<file path="src/rtl/pipe_adder_pkg.sv">
`default_nettype none
// ============================================================================
// Module   : pipe_adder_pkg
// Purpose  : Shared constants and elaboration helpers for the pipelined
//            add/subtract unit.
// Contents : C_MIN_SEG       - smallest legal segment width in bits
//            split_is_legal  - true when WIDTH splits evenly into LEVEL
//                              non-empty segments
// Revision : 1.0 - initial release
// ============================================================================
package pipe_adder_pkg;

    localparam int C_MIN_SEG = 1;

    function automatic bit split_is_legal(input int width, input int level);
        return (level > 0) && (width >= level) && ((width % level) == 0);
    endfunction

endpackage
`default_nettype wire

</file>
<file path="src/rtl/adder_seg.sv">
`default_nettype none
// ============================================================================
// Module   : adder_seg
// Purpose  : Combinational SEG-bit ripple-carry segment. Used as one pipeline
//            stage of pipe_adder.
// Ports    : a_seg  in  SEG  operand A slice
//            b_seg  in  SEG  operand B slice (already inverted in sub mode)
//            c_in   in  1    carry into the segment LSB
//            s_seg  out SEG  sum slice
//            c_out  out 1    carry out of the segment MSB
//            c_msb  out 1    carry into the segment MSB (overflow detection)
// Revision : 1.0 - initial release
// ============================================================================
module adder_seg
    import pipe_adder_pkg::*;
#(
    parameter int SEG = 4
) (
    input  logic [SEG-1:0] a_seg,
    input  logic [SEG-1:0] b_seg,
    input  logic           c_in,
    output logic [SEG-1:0] s_seg,
    output logic           c_out,
    output logic           c_msb
);

    generate
        if (SEG < C_MIN_SEG) begin : g_bad_seg
            $error("adder_seg: SEG must be at least %0d", C_MIN_SEG);
        end
    endgenerate

    // w_carry[i] is the carry into bit i; w_carry[SEG] leaves the segment.
    logic [SEG:0] w_carry;

    // The ripple is built inside one process so the chain is evaluated in a
    // single ordered pass.
    always_comb begin
        w_carry    = '0;
        w_carry[0] = c_in;
        for (int i = 0; i < SEG; i++) begin
            w_carry[i+1] = (a_seg[i] & b_seg[i]) | ((a_seg[i] ^ b_seg[i]) & w_carry[i]);
        end
    end

    assign s_seg = a_seg ^ b_seg ^ w_carry[SEG-1:0];
    assign c_out = w_carry[SEG];
    assign c_msb = w_carry[SEG-1];

endmodule
`default_nettype wire

</file>
<file path="src/rtl/pipe_adder.sv">
`default_nettype none
// ============================================================================
// Module   : pipe_adder
// Purpose  : Pipelined WIDTH-bit add/subtract unit. The carry chain is cut
//            into LEVEL registered segments of SEG = WIDTH/LEVEL bits, one
//            segment resolved per stage, with a valid/ready stream interface.
// Ports    : clk        in  1      clock, rising edge
//            rst_n      in  1      asynchronous active-low reset
//            in_valid   in  1      operand set valid
//            in_ready   out 1      operand set accepted this cycle if valid
//            a, b       in  WIDTH  operands
//            cin        in  1      carry-in (add) / borrow-in (sub)
//            sub        in  1      0: a+b+cin   1: a-b-cin
//            out_valid  out 1      result valid
//            out_ready  in  1      downstream accepts result
//            s          out WIDTH  sum / difference
//            cout       out 1      carry-out; in sub mode 1 = no borrow
//            ovf        out 1      two's-complement signed overflow
// Revision : 1.0 - initial release
// ============================================================================
module pipe_adder
    import pipe_adder_pkg::*;
#(
    parameter int WIDTH = 8,
    parameter int LEVEL = 2
) (
    input  logic             clk,
    input  logic             rst_n,
    input  logic             in_valid,
    output logic             in_ready,
    input  logic [WIDTH-1:0] a,
    input  logic [WIDTH-1:0] b,
    input  logic             cin,
    input  logic             sub,
    output logic             out_valid,
    input  logic             out_ready,
    output logic [WIDTH-1:0] s,
    output logic             cout,
    output logic             ovf
);

    localparam int SEG = WIDTH / LEVEL;

    generate
        if (!split_is_legal(WIDTH, LEVEL)) begin : g_bad_split
            $error("pipe_adder: WIDTH (%0d) must be divisible by LEVEL (%0d)", WIDTH, LEVEL);
        end
    endgenerate

    // Segment adder inputs/outputs, one entry per stage.
    logic [SEG-1:0] w_seg_a  [LEVEL];
    logic [SEG-1:0] w_seg_b  [LEVEL];
    logic [SEG-1:0] w_seg_s  [LEVEL];
    logic           w_seg_ci [LEVEL];
    logic           w_seg_co [LEVEL];
    logic           w_seg_cm [LEVEL];
    logic           w_en;

    // Pipeline registers written at the end of stage k. Operands and the
    // sub bit travel full width so later stages pick their own slice;
    // r_s accumulates the resolved low slices so the whole result exits
    // together.
    logic             r_v   [LEVEL];
    logic [WIDTH-1:0] r_a   [LEVEL];
    logic [WIDTH-1:0] r_b   [LEVEL];
    logic [WIDTH-1:0] r_s   [LEVEL];
    logic             r_sub [LEVEL];
    logic             r_c   [LEVEL];
    logic             r_ovf;

    // Whole pipeline moves in lockstep; it only freezes when the output
    // holds a result that nobody is taking.
    assign w_en      = !r_v[LEVEL-1] || out_ready;
    assign in_ready  = w_en;
    assign out_valid = r_v[LEVEL-1];
    assign s         = r_s[LEVEL-1];
    assign cout      = r_c[LEVEL-1];
    assign ovf       = r_ovf;

    genvar k;
    generate
        for (k = 0; k < LEVEL; k++) begin : g_stage
            if (k == 0) begin : g_first
                // Subtraction is a + ~b + ~cin, so the borrow-in becomes an
                // inverted carry-in.
                assign w_seg_a[k]  = a[SEG-1:0];
                assign w_seg_b[k]  = b[SEG-1:0] ^ {SEG{sub}};
                assign w_seg_ci[k] = cin ^ sub;
            end else begin : g_rest
                assign w_seg_a[k]  = r_a[k-1][k*SEG +: SEG];
                assign w_seg_b[k]  = r_b[k-1][k*SEG +: SEG] ^ {SEG{r_sub[k-1]}};
                assign w_seg_ci[k] = r_c[k-1];
            end

            adder_seg #(
                .SEG   (SEG)
            ) u_seg (
                .a_seg (w_seg_a[k]),
                .b_seg (w_seg_b[k]),
                .c_in  (w_seg_ci[k]),
                .s_seg (w_seg_s[k]),
                .c_out (w_seg_co[k]),
                .c_msb (w_seg_cm[k])
            );
        end
    endgenerate

    always_ff @(posedge clk or negedge rst_n) begin
        if (!rst_n) begin
            for (int i = 0; i < LEVEL; i++) begin
                r_v[i]   <= 1'b0;
                r_a[i]   <= '0;
                r_b[i]   <= '0;
                r_s[i]   <= '0;
                r_sub[i] <= 1'b0;
                r_c[i]   <= 1'b0;
            end
            r_ovf <= 1'b0;
        end else if (w_en) begin
            // A bubble (in_valid=0) still advances; only its valid bit is 0.
            r_v[0]          <= in_valid;
            r_a[0]          <= a;
            r_b[0]          <= b;
            r_sub[0]        <= sub;
            r_c[0]          <= w_seg_co[0];
            r_s[0]          <= '0;
            r_s[0][SEG-1:0] <= w_seg_s[0];
            for (int i = 1; i < LEVEL; i++) begin
                r_v[i]               <= r_v[i-1];
                r_a[i]               <= r_a[i-1];
                r_b[i]               <= r_b[i-1];
                r_sub[i]             <= r_sub[i-1];
                r_c[i]               <= w_seg_co[i];
                r_s[i]               <= r_s[i-1];
                r_s[i][i*SEG +: SEG] <= w_seg_s[i];
            end
            // Signed overflow: carry into MSB differs from carry out of MSB.
            r_ovf <= w_seg_cm[LEVEL-1] ^ w_seg_co[LEVEL-1];
        end
    end

endmodule
`default_nettype wire

</file>
<file path="config.mk">
export PLATFORM = sky130hd
export DESIGN_NAME = pipe_adder
export DESIGN_NICKNAME = d
export VERILOG_FILES = /design/src/rtl/pipe_adder_pkg.sv /design/src/rtl/adder_seg.sv /design/src/rtl/pipe_adder.sv
export SDC_FILE = /design/constraint.sdc
export NUM_CORES = 1
export LEC_CHECK = 0
export ABC_CLOCK_PERIOD_IN_PS = 6300
export BUFFER_PORTS_ARGS = -buffer_cell sky130_fd_sc_hd__clkbuf_2
export CAP_MARGIN = 30
export CORE_MARGIN = 5
export CORE_UTILIZATION = 35
export CTS_CLUSTER_SIZE = 20
export DETAILED_ROUTE_END_ITERATION = 12
export PLACE_DENSITY_LB_ADDON = 0.3
export SYNTH_ARGS = -nofsm -noshare
export SYNTH_HDL_FRONTEND = slang
export SYNTH_SLANG_ARGS = --single-unit
export TNS_END_PERCENT = 10
</file>
<file path="constraint.sdc">
create_clock -name clk -period 6.3 [get_ports clk]
set_input_delay 1.26 -clock clk [delete_from_list [all_inputs] [get_ports clk]]
set_output_delay 1.26 -clock clk [all_outputs]
set_load 0.005 [all_outputs]
</file>
* Word level (Yosys, flattened, before mapping)
Cells that the tools add are included.
Word-level totals: flip-flop bits (word level) 34, input bits 22, output and inout port bits 12, word-level logic and storage cells 52
Cells by class: bitwise operators 40, reductions and logical operators 2
Operators by type and width (count):
- 4-bit bitwise XOR | 6
- 1-bit AND | 16
- 1-bit bitwise XOR | 10
- 1-bit bitwise OR | 8
- 1-bit zero test | 1
- 1-bit logical OR | 1

* Depth between registers and ports, before layout
Gate-level depths: netlist of the first run.
depth after elaboration 11, gate-level depth with buffers 10, depth with buffers taken out 9

* Hierarchy
A second synthesis of the first run with hierarchy kept.
Unflattened totals: cell total of the unflattened synthesis 104, area total of the unflattened synthesis 1462.7 um^2
By module, submodules not included:
- pipe_adder | instances 1, cells each 76, area each 1227.4 um^2
- adder_seg | instances 2, cells each 14, area each 117.6 um^2

* Worst setup path before layout of the first run
Ideal clock, no wire load.
path type input to register, start in sub, end reg r_s[11] (netlist name), setup time 0.125 ns, arrival time 3.511 ns, path slack 2.665 ns, stages 8, cells stage by stage clkbuf_1 > xnor2_1 > fa_1 > fa_1 > fa_1 > inv_1 > fa_1 > mux2_2
On the way: longest elaborated chain between the ends 9, elaborated cells on any way between the ends 16, classes of those cells bitwise: 16
RTL lines:
- start: declaration | line pipe_adder.sv:34 | input logic sub,
- 4-bit bitwise XOR | line pipe_adder.sv:87 | assign w_seg_b[k] = b[SEG-1:0] ^ {SEG{sub}};
- 1-bit bitwise XOR | line adder_seg.sv:42 | w_carry[i+1] = (a_seg[i] & b_seg[i]) | ((a_seg[i] ^ b_seg[i]) & w_carry[i]);
- 1-bit AND | line adder_seg.sv:42
- 1-bit bitwise OR | line adder_seg.sv:42
- 1-bit AND | line adder_seg.sv:42
- 1-bit bitwise OR | line adder_seg.sv:42
- 1-bit AND | line adder_seg.sv:42
- 1-bit bitwise OR | line adder_seg.sv:42
- 4-bit bitwise XOR (*) | line adder_seg.sv:46 | assign s_seg = a_seg ^ b_seg ^ w_carry[SEG-1:0];
- via g_stage[0].u_seg.s_seg[3] | line adder_seg.sv:22 | output logic [SEG-1:0] s_seg,
- end signal: indexed assignment | line pipe_adder.sv:127 | r_s[0][SEG-1:0] <= w_seg_s[0];
- end signal: indexed assignment | line pipe_adder.sv:134 | r_s[i] <= r_s[i-1];
- end signal: indexed assignment | line pipe_adder.sv:135 | r_s[i][i*SEG +: SEG] <= w_seg_s[i];
- end: declaration | line pipe_adder.sv:66 | logic [WIDTH-1:0] r_s [LEVEL];
The timed path passes the listed nets; every way through them passes the cells marked *. A chain may end at the register's enable or synchronous reset.

* Worst setup path in the final report of the first run
Same ends and word-level chain as after synthesis.

==> run metrics, run 1 <==
final setup violation count 0; skew final 0.00211 ns; most frequent cells in the layout clkbuf_2, dfrtp_1, mux2_4; fin crit share 53.3%; GR Util All Layers 9.42%; routability cong. 0.691; initial antenna violation count 0; Max Cap Viol 0; Syn Area/Cell 14.3 um2; # nets final 153; gr ovfl total 0; Yosys cell types 14; Final Worst Setup Slack 2.94 ns; first-pass GRT wire length 3.93 mm; synth warn 0; Starting Density 37.1%; CTS H-tree lvls 1; Synth Area in Compound Gates 1.80%; CP endpoint kind register; mux contribution to synthesized area 19.7%; total core area 0.00374 mm2; TritonRoute pass-1 iters 2; cts hold-fix bufs 0; hold_ws 0.500 ns; CP required 6.45 ns; number of global-route vias before repair 871; pre-CTS setup slack 2.65 ns; Clock Latency Late Sink 0.26 ns; Yosys reg bits 26; status finished, final reports clean; DRC Markers 0; RSZ-0062 raised after global routing no; final WL 2.25 mm; Synth Area in Adders 11.5%; Core Util, Final 41.8%; Startpoint Class input pin; Lkg Pwr 0.757 nW; Max clock buf depth 2; Placed Cells 166; Final Non-Filler Cells 170; fill cell count 375; overall die area 0.00532 mm2; width of the die 73.0 um; Post-Synth XOR/XNOR Area 6.31%; Crit Path Category in -> reg; Final min period 3.36 ns; number of buffers created by CTS 3; Worst Setup SP sub; main combinational cell family by area after synthesis multiplexers; IO Port Bufs 33; Final Cell Area 0.00157 mm2; CTS tree built; I/O pin count 34; Area after DPL 0.00151 mm2; cells after synthesis 97; largest net degree at the start of global routing 27; most common cell after layout, fill and taps aside clkbuf_2; Clock Tree Root clkbuf_8; # diodes 0; Worst-path clk slew 0.09 ns; crit path DAT 3.52 ns; Initial DRC Count 5; TNS Setup 0 ns; Most Frequent Cell on Critical Path fa_1; via count 762; Fmax 0.298 GHz; crit-path cells clkbuf_2 -> xnor2_1 -> fa_1 -> fa_1 -> fa_1 -> inv_1 -> fa_1 -> mux2_2; clk sink count 26; Power, Total 509 uW; Final HPWL DP 1.75 mm; layout cells sized above 1 47.5%; WL/cell 13.3 um; die height 73.0 um; worst min path class reg -> reg; Syn Std Cell Area 0.00139 mm2; VDD IR max 0.194 mV; fraction of the yosys area taken by sequential cells 46.9%; worst slew pin tran 0.634 ns; synthesis-to-layout area growth 12.8%; post-CTS sizing 0; Crit-path slowest cell fa_1; post-synthesis simple-gate area fraction 3.61%; Max stage delay on crit path 0.41 ns; area taken by multi-input logic gates 597 um2; Storage cell area 651 um2; relative slew slack 57.7%; power density over the cells 325 mW/mm2; Syn Nets 127; routed vias/inst 4.48; Rows 22; setup repair bufs after CTS 0; CP max FO 6; Pins Over Slew Limit 0; r2r startpoint r_sub[1]; Final Hold Fails 0; Hold Startpoint r_v[1]; ANT nets after route 0
cells by family after synthesis:
logic type | count (synthesis)
buffers and inverters | 21
DFF | 26
xor gates and xnor gates | 10
and+or+nand+nor | 7
muxes | 20
AOI/OAI and AO/OA | 5
adders and majority gates | 8
worst max-delay path, delay by kind of cell:
family / cells / cell delay (ns)
fa+ha+maj: 4 / 1.57
buf+inv: 2 / 0.23
mux: 1 / 0.27
xor+xnor: 1 / 0.17
where the power goes:
part	total, mW	internal (mW)	switching (mW)
Sequential	0.243	0.214	0.0291
Clock	0.105	0.0557	0.0489
Combinational	0.161	0.0954	0.0658
Total	0.509	0.365	0.144
synthesized netlist by cell type (all sizes together):
cell type	n	area (um2)
a21oi	5	25.0
nor3b	5	37.5
xor2	3	26.3
inv	8	30.0
xnor2	7	61.3
mux2	20	274
clkbuf	2	7.51
buf	11	103
dfrtp	26	651
nand2b	2	12.5
fa	8	160
state kept, by name (all words and copies together) (netlist names):
signal,count
cout,1
out_valid,1
ovf,1
r_a,4
r_b,4
r_c,1
r_s,4
r_sub,1
r_v,1
s,8
per-layer routing:
layer,up-vias,share of wire (%),GRT usage (%)
met5,-,0,0
met4,0,0.31,1.23
met3,2,5.8,3.72
met2,22,48,15.3
met1,385,45,12.2
li1,353,-,-
area by class of cell:
class	count	share of cell area [%]
clock buffers	4	3.52
inverters	8	1.92
well taps	48	3.84
flip-flops and latches	26	41.6
repair buffers	34	11.0
multi-input cells	50	38.1
path summary, 6_finish.rpt:
path                             end  slack, ns  cells past startpoint
hold reg to reg            out_valid       0.50                      1
setup reg to reg                s[7]       3.67                      8
setup / recovery             r_s[11]       2.94                      8
max in group asynchronous       s[4]       4.89                      1
hold / removal             out_valid       0.50                      1
min in group asynchronous       s[2]       1.00                      1
(Power assumes the default switching activity.)
==> run 2, diff against run 1 <==
--- a/config.mk
+++ b/config.mk
@@ -5,7 +5,8 @@
 export SDC_FILE = /design/constraint.sdc
 export NUM_CORES = 1
 export LEC_CHECK = 0
-export ABC_CLOCK_PERIOD_IN_PS = 6300
+export ABC_AREA = 1
+export ABC_CLOCK_PERIOD_IN_PS = 3400
 export BUFFER_PORTS_ARGS = -buffer_cell sky130_fd_sc_hd__clkbuf_2
 export CAP_MARGIN = 30
 export CORE_MARGIN = 5
==> constraint.sdc (replaced) <==
create_clock -name clk -period 3.4 [get_ports clk]
set_input_delay 0.68 -clock clk [delete_from_list [all_inputs] [get_ports clk]]
set_output_delay 0.68 -clock clk [all_outputs]
set_load 0.005 [all_outputs]
==> run 2 against run 1 <==
  * Routed wire length grew 2.6%
  * Via count grew 19%
  * Register-to-register slack lost 2.7 ns
  * Synthesized cell count grew 44%
  * Clock power grew 140%
  * Clock skew grew 0.0031 ns
  * Worst hold slack lost 0.084 ns
  * Area after synthesis shrank 4.4%
  * Final cell count grew 24%
==> run metrics, run 2 <==
dominant cell type by area after synthesis dfrtp_1; Most used DFF post-synth dfrtp_1; Final Hold Fails 0 (unchanged); overall die area 0.00512 mm2 (-3.8%); Syn Nets 170 (+34%); area fraction of the dominant cell type after synthesis 49.1% (+2.2 points); Synth Area in Compound Gates 3.40% (+1.6 points); worst slew pin tran 0.624 ns (-0.00971 ns); first-pass GRT wire length 4.31 mm (+9.8%); Lkg Pwr 0.811 nW (+7.1%); Core Util, Final 41.5% (-0.29 points); ANT nets after route 0 (unchanged); reg2reg setup slack 0.93 ns (-2.74 ns); synth warn 0 (unchanged); async set-reset flop share out of synthesis 100% (unchanged); Final min period 2.68 ns; Syn Std Cell Area 0.00133 mm2 (-4.4%); setup repair bufs after CTS 0 (unchanged); width of the die 71.6 um (-1.9%); Clock power frac 26.2% (+5.6 points); Post-Synth XOR/XNOR Area 5.94% (-0.37 points); most common cell after layout, fill and taps aside nand2_1; final setup violation count 0 (unchanged); TNS Setup 0 ns (unchanged); Rows 22 (unchanged); main combinational cell family by area after synthesis simple AND/OR/NAND/NOR gates; crit path DAT 2.84 ns (-0.68 ns); CP max FO 6 (unchanged); post-synthesis simple-gate area fraction 18.4% (+15 points); Worst Reg-to-Reg Cells 9 (+1); clk sink count 26 (unchanged); most common cell in the synthesized netlist nand2_1; via count 907 (+19%); Synth area leaders dfrtp_1, nand2_1, fa_1; most frequent cells after synthesis nand2_1, dfrtp_1, inv_1, buf_4, fa_1; initial antenna violation count 0 (unchanged); routed vias/inst 4.30 (-4.1%); synthesis-to-layout area growth 14.6%; most frequent cells in the layout nand2_1, clkbuf_2, dfrtp_1; Final Cell Area 0.00152 mm2 (-2.9%); Initial DRC Count 40 (+35); status finished, final reports clean; Startpoint Class input pin; FF-to-FF End s[7]; gr ovfl total 0 (unchanged); Max clock buf depth 2 (unchanged); hold_ws 0.415 ns (-0.0842 ns); Clock Tree Root clkbuf_8; TritonRoute pass-1 iters 4 (+2); mux contribution to synthesized area 0% (-20 points); # diodes 0 (unchanged); number of global-route vias before repair 981 (+13%); VDD IR max 0.171 mV (-12%); power density over the cells 624 mW/mm2 (+92%); Post-synth EDFFs 0 (unchanged); Max Cap Viol 0 (unchanged); I/O pin count 34 (unchanged); Starting Density 36.2% (-0.84 points); Pint 669 uW (+83%); # nets final 194 (+27%); cts hold-fix bufs 0 (unchanged); Yosys reg bits 26 (unchanged); DRC Markers 0 (unchanged); GR Util All Layers 10.4% (+0.99 points); CTS tree built; r2r startpoint r_sub[1]; worst min path class in -> async; CP endpoint kind register; routability cong. 0.773 (+12%); Yosys cell types 15 (+1); Fmax 0.373 GHz; skew final 0.00521 ns (+0.00309 ns); CTS H-tree lvls 1 (unchanged); layout cells sized above 1 24.5% (-23 points); Final HPWL DP 1.80 mm (+2.5%); fraction of the yosys area taken by sequential cells 49.1% (+2.2 points); relative slew slack 58.4% (+0.65 points); fin crit share 78.8%; final WL 2.31 mm (+2.6%); largest net degree at the start of global routing 29 (+7.4%); number of buffers created by CTS 3 (unchanged); Syn Area/Cell 9.47 um2 (-34%); CP required 3.56 ns (-2.89 ns); switching share of power 29.5% (+1.3 points); Crit Path Category in -> reg; max reg flops 8 (unchanged); Logic pwr share 27.2% (-4.5 points); Worst-path clk slew 0.09 ns (about the same); Reg power frac 46.6% (-1.1 points); total core area 0.00366 mm2 (-2.2%); Net Sw Power 280 uW (+95%); die height 71.6 um (-1.9%); post-CTS sizing 0 (unchanged); WL/cell 11.0 um (-17%); Area after DPL 0.00145 mm2 (-4.1%); Synth Area in Adders 12.1% (+0.53 points); cells after synthesis 140 (+44%); RSZ-0062 raised after global routing no; Clock Latency Late Sink 0.26 ns (about the same); IO Port Bufs 33 (unchanged); Pins Over Slew Limit 0 (unchanged)
## run 2: through the flow
step                setup slack, ns  total power, mW  cells
finish                        0.721            0.949    211
global route                  0.618             1.03    211
CTS                           0.710            0.963    211
detailed placement            0.422            0.715    207
global placement              0.549            0.701    207
floorplan                     0.600            0.660    140
## run 2: layout make-up
class                   count  area (um2)
fillers                   378        2140
flip-flops and latches     26         651
multi-input cells          88         528
repair buffers             33         165
well taps                  48        60.1
inverters                  12        45.0
clock buffers               3        41.3
clock inverters             1        30.0
## run 2: worst max-delay path by stage
| stage | start | depth (start not counted) | to |
|---|---|---|---|
| 5_1_grt | sub | 9 | r_s[11] |
| 3_3_place_gp | sub | 9 | r_s[11] |
| 6_report | sub | 9 | r_s[11] |
| 4_1_cts | sub | 9 | r_s[11] |
| 3_5_place_dp | sub | 9 | r_s[11] |
| 2_1_floorplan | sub | 9 | r_s[11] |
## run 2: per-layer routing
| metal | vias up | track usage [%] | part of all wire (%) |
|---|---|---|---|
| met5 | - | 0 | 0 |
| met4 | 0 | 4.59 | 2.1 |
| met3 | 4 | 2.10 | 3.9 |
| met2 | 15 | 18.4 | 53 |
| met1 | 435 | 12.2 | 41 |
| li1 | 453 | - | - |
## run 2: cell families after synthesis
group                      Yosys count
AOI/OAI and AO/OA                    9
xor gates and xnor gates             9
adders and majority gates            8
buffers and inverters               26
DFF                                 26
and+or+nand+nor                     62
## run 2: power groups by stage
stage / Combinational, mW / Sequential (mW) / Clock (mW)
4_1_cts: 0.267 / 0.443 / 0.253
3_3_place_gp: 0.257 / 0.444 / 0
2_1_floorplan: 0.224 / 0.436 / 0
3_5_place_dp: 0.267 / 0.449 / 0
5_1_grt: 0.312 / 0.455 / 0.267
6_report: 0.258 / 0.442 / 0.249
## run 2: worst max-delay path, stage by stage
cell      delay [ns]
clkbuf_2        0.15
xnor2_1         0.17
fa_1            0.42
fa_1            0.41
fa_1            0.38
inv_1           0.08
fa_1            0.41
nand2_1         0.08
nand2_1         0.06
==> run 3, diff against run 2 <==
--- a/config.mk
+++ b/config.mk
@@ -6,7 +6,7 @@
 export NUM_CORES = 1
 export LEC_CHECK = 0
 export ABC_AREA = 1
-export ABC_CLOCK_PERIOD_IN_PS = 3400
+export ABC_CLOCK_PERIOD_IN_PS = 2350
 export BUFFER_PORTS_ARGS = -buffer_cell sky130_fd_sc_hd__clkbuf_2
 export CAP_MARGIN = 30
 export CORE_MARGIN = 5
==> constraint.sdc (replaced) <==
create_clock -name clk -period 2.35 [get_ports clk]
set_input_delay 0.47 -clock clk [delete_from_list [all_inputs] [get_ports clk]]
set_output_delay 0.47 -clock clk [all_outputs]
set_load 0.005 [all_outputs]
==> run 3 against run 2 <==
  * Clock power rose by 45%
  * Critical path depth did not move
  * Global-route usage shrank 0.34 points
  * Via count grew 0.33%
  * Final cell count is 1.9% higher
  * First-iteration DRC count increased by 13%
  * Sequential power is 44% higher
  * Worst hold slack worse by 0.20 ns
  * Clock skew rose by 0.0020 ns
  * Clock-buffer cell count stayed put
  * Design area up 3.8%
  * Power is 48% higher
  * Largest cell class unchanged
  * Highest routed layer unchanged
==> run metrics, run 3 (synthesis results as in run 2) <==
overall die area 0.00512 mm2 (unchanged); initial antenna violation count 0 (unchanged); Fmax 0.438 GHz; Final Worst Setup Slack 0.0672 ns (-0.654 ns); total core area 0.00366 mm2 (unchanged); Final min period 2.28 ns; worst min path class in -> async; IO Port Bufs 33 (unchanged); max reg flops 8 (unchanged); CP max FO 4 (-2); via count 910 (+0.33%); Power, Total 1.41 mW (+48%); status finished, final reports clean; layout cells sized above 1 31.7% (+7.2 points); Crit Path Category reg -> reg; skew final 0.00716 ns (+0.00195 ns); width of the die 71.6 um (unchanged); Worst-path clk slew 0.09 ns (about the same); fill cell count 380 (+0.53%); clk sink count 26 (unchanged); r2r startpoint r_sub[1]; Final Hold Fails 0 (unchanged); Pins Over Slew Limit 0 (unchanged); die height 71.6 um (unchanged); worst slew pin tran 0.641 ns (+0.0168 ns); routed vias/inst 4.23 (-1.5%); first-pass GRT wire length 4.12 mm (-4.5%); largest net degree at the start of global routing 29 (unchanged); # nets final 198 (+2.1%); RSZ-0062 raised after global routing yes; crit path DAT 2.44 ns (-0.40 ns); GR Util All Layers 10.1% (-0.34 points); Core Util, Final 43.1% (+1.6 points); Startpoint Class register; reg2reg setup slack 0.07 ns (-0.86 ns); CP required 2.51 ns (-1.05 ns); CP Buf/Inv Count 3 (+1); number of global-route vias before repair 977 (-0.41%); Initial DRC Count 45 (+13%); fin crit share 97.1%; Rows 22 (unchanged); Starting Density 36.2% (unchanged); WL/cell 11.1 um (+1.3%); # diodes 0 (unchanged); power density over the cells 892 mW/mm2 (+43%); Final Non-Filler Cells 215 (+1.9%); Crit-path slowest cell dfrtp_1; routability cong. 0.729 (-5.7%); TritonRoute pass-1 iters 3 (-1); Worst Reg-to-Reg Cells 9 (unchanged); relative slew slack 57.3% (-1.1 points); final setup violation count 0 (unchanged); gr ovfl total 0 (unchanged); synthesis-to-layout area growth 19.0%; Max stage delay on crit path 0.42 ns (about the same); DRC Markers 0 (unchanged); Lkg Pwr 0.830 nW (+2.4%); Final HPWL DP 1.88 mm (+4.8%); crit-path cells buf_4 -> buf_4 -> xnor2_1 -> fa_2 -> fa_2 -> inv_2 -> fa_1 -> nand2_1 -> nand2_1; VDD IR max 0.402 mV (+140%); Placed Cells 210 (+1.4%); Max Cap Viol 0 (unchanged); Clock Tree Root clkbuf_8; most common cell after layout, fill and taps aside nand2_1; Clock Latency Late Sink 0.27 ns (about the same); pre-CTS setup slack -0.225 ns (-0.647 ns); FF-to-FF End s[7]; Worst path top cell family by delay adder cells; CTS tree built; Max clock buf depth 2 (unchanged); ANT nets after route 0 (unchanged); CP endpoint kind register; I/O pin count 34 (unchanged); CTS H-tree lvls 1 (unchanged); most frequent cells in the layout nand2_1, clkbuf_2, dfrtp_1; final WL 2.39 mm (+3.2%); number of buffers created by CTS 3 (unchanged)
run 3: changes by cell type in the layout (fill, tap and decap cells not counted):
| cell | change |
|---|---|
| xor2_2 | +1 |
| buf_4 | +4 |
| xnor2_1 | -1 |
| xor2_1 | -1 |
| fa_1 | -5 |
| fa_2 | +5 |
| inv_2 | +2 |
| inv_1 | -2 |
| xnor2_2 | +1 |
run 3: what timing repair did:
action                                  4_1_cts  5_1_grt
endpoints found under the hold margin         0        0
resized for setup                             1        5
pin swaps                                     1        2
endpoints found under the setup margin        1        2
hold buffers                                  0        0
buffers inserted                              0        1
run 3: worst max-delay path by stage:
stage | slack (ns) | end | cells past startpoint | from
after floorplan | -0.14 | r_s[11] | 9 | sub
after global placement | -0.14 | r_s[11] | 9 | sub
after detailed placement | -0.23 | r_s[11] | 9 | sub
after CTS | 0.05 | s[7] | 9 | r_b[12]
after global routing | -0.03 | ovf | 11 | r_sub[1]
final | 0.07 | s[7] | 9 | r_sub[1]
run 3: layout make-up:
class / instances / area, um2 / share of cell area, %
Sequential cell: 26 / 651 / 41.2
Multi-Input combinational cell: 88 / 556 / 35.2
Clock inverter: 1 / 30.0 / 1.90
Timing Repair Buffer: 37 / 195 / 12.4
Inverter: 12 / 45.0 / 2.85
Clock buffer: 3 / 41.3 / 2.62
Tap cell: 48 / 60.1 / 3.81
run 3: routing by layer:
metal  part of all wire (%)  global-route usage (%)  wire length, um
met2                     53                    17.8             1260
met3                    4.7                    2.66              113
met5                      0                       0                0
met1                     41                    11.5              988
met4                    1.2                    4.18               29
run 3: report_power, final:
part	switching [mW]	leakage (nW)	internal, mW
clock	0.134	0.0357	0.228
sequential	0.0685	0.312	0.568
combinational	0.215	0.483	0.193
run 3: through the flow:
step           hold WS (ns)  setup TNS, ns  area, um2
3_5_place_dp          0.460         -0.225       1480
4_1_cts               0.233              0       1560
2_1_floorplan         0.174         -0.140       1340
3_3_place_gp          0.431         -0.143       1480
5_1_grt               0.259        -0.0513       1580
6_report              0.212              0       1580
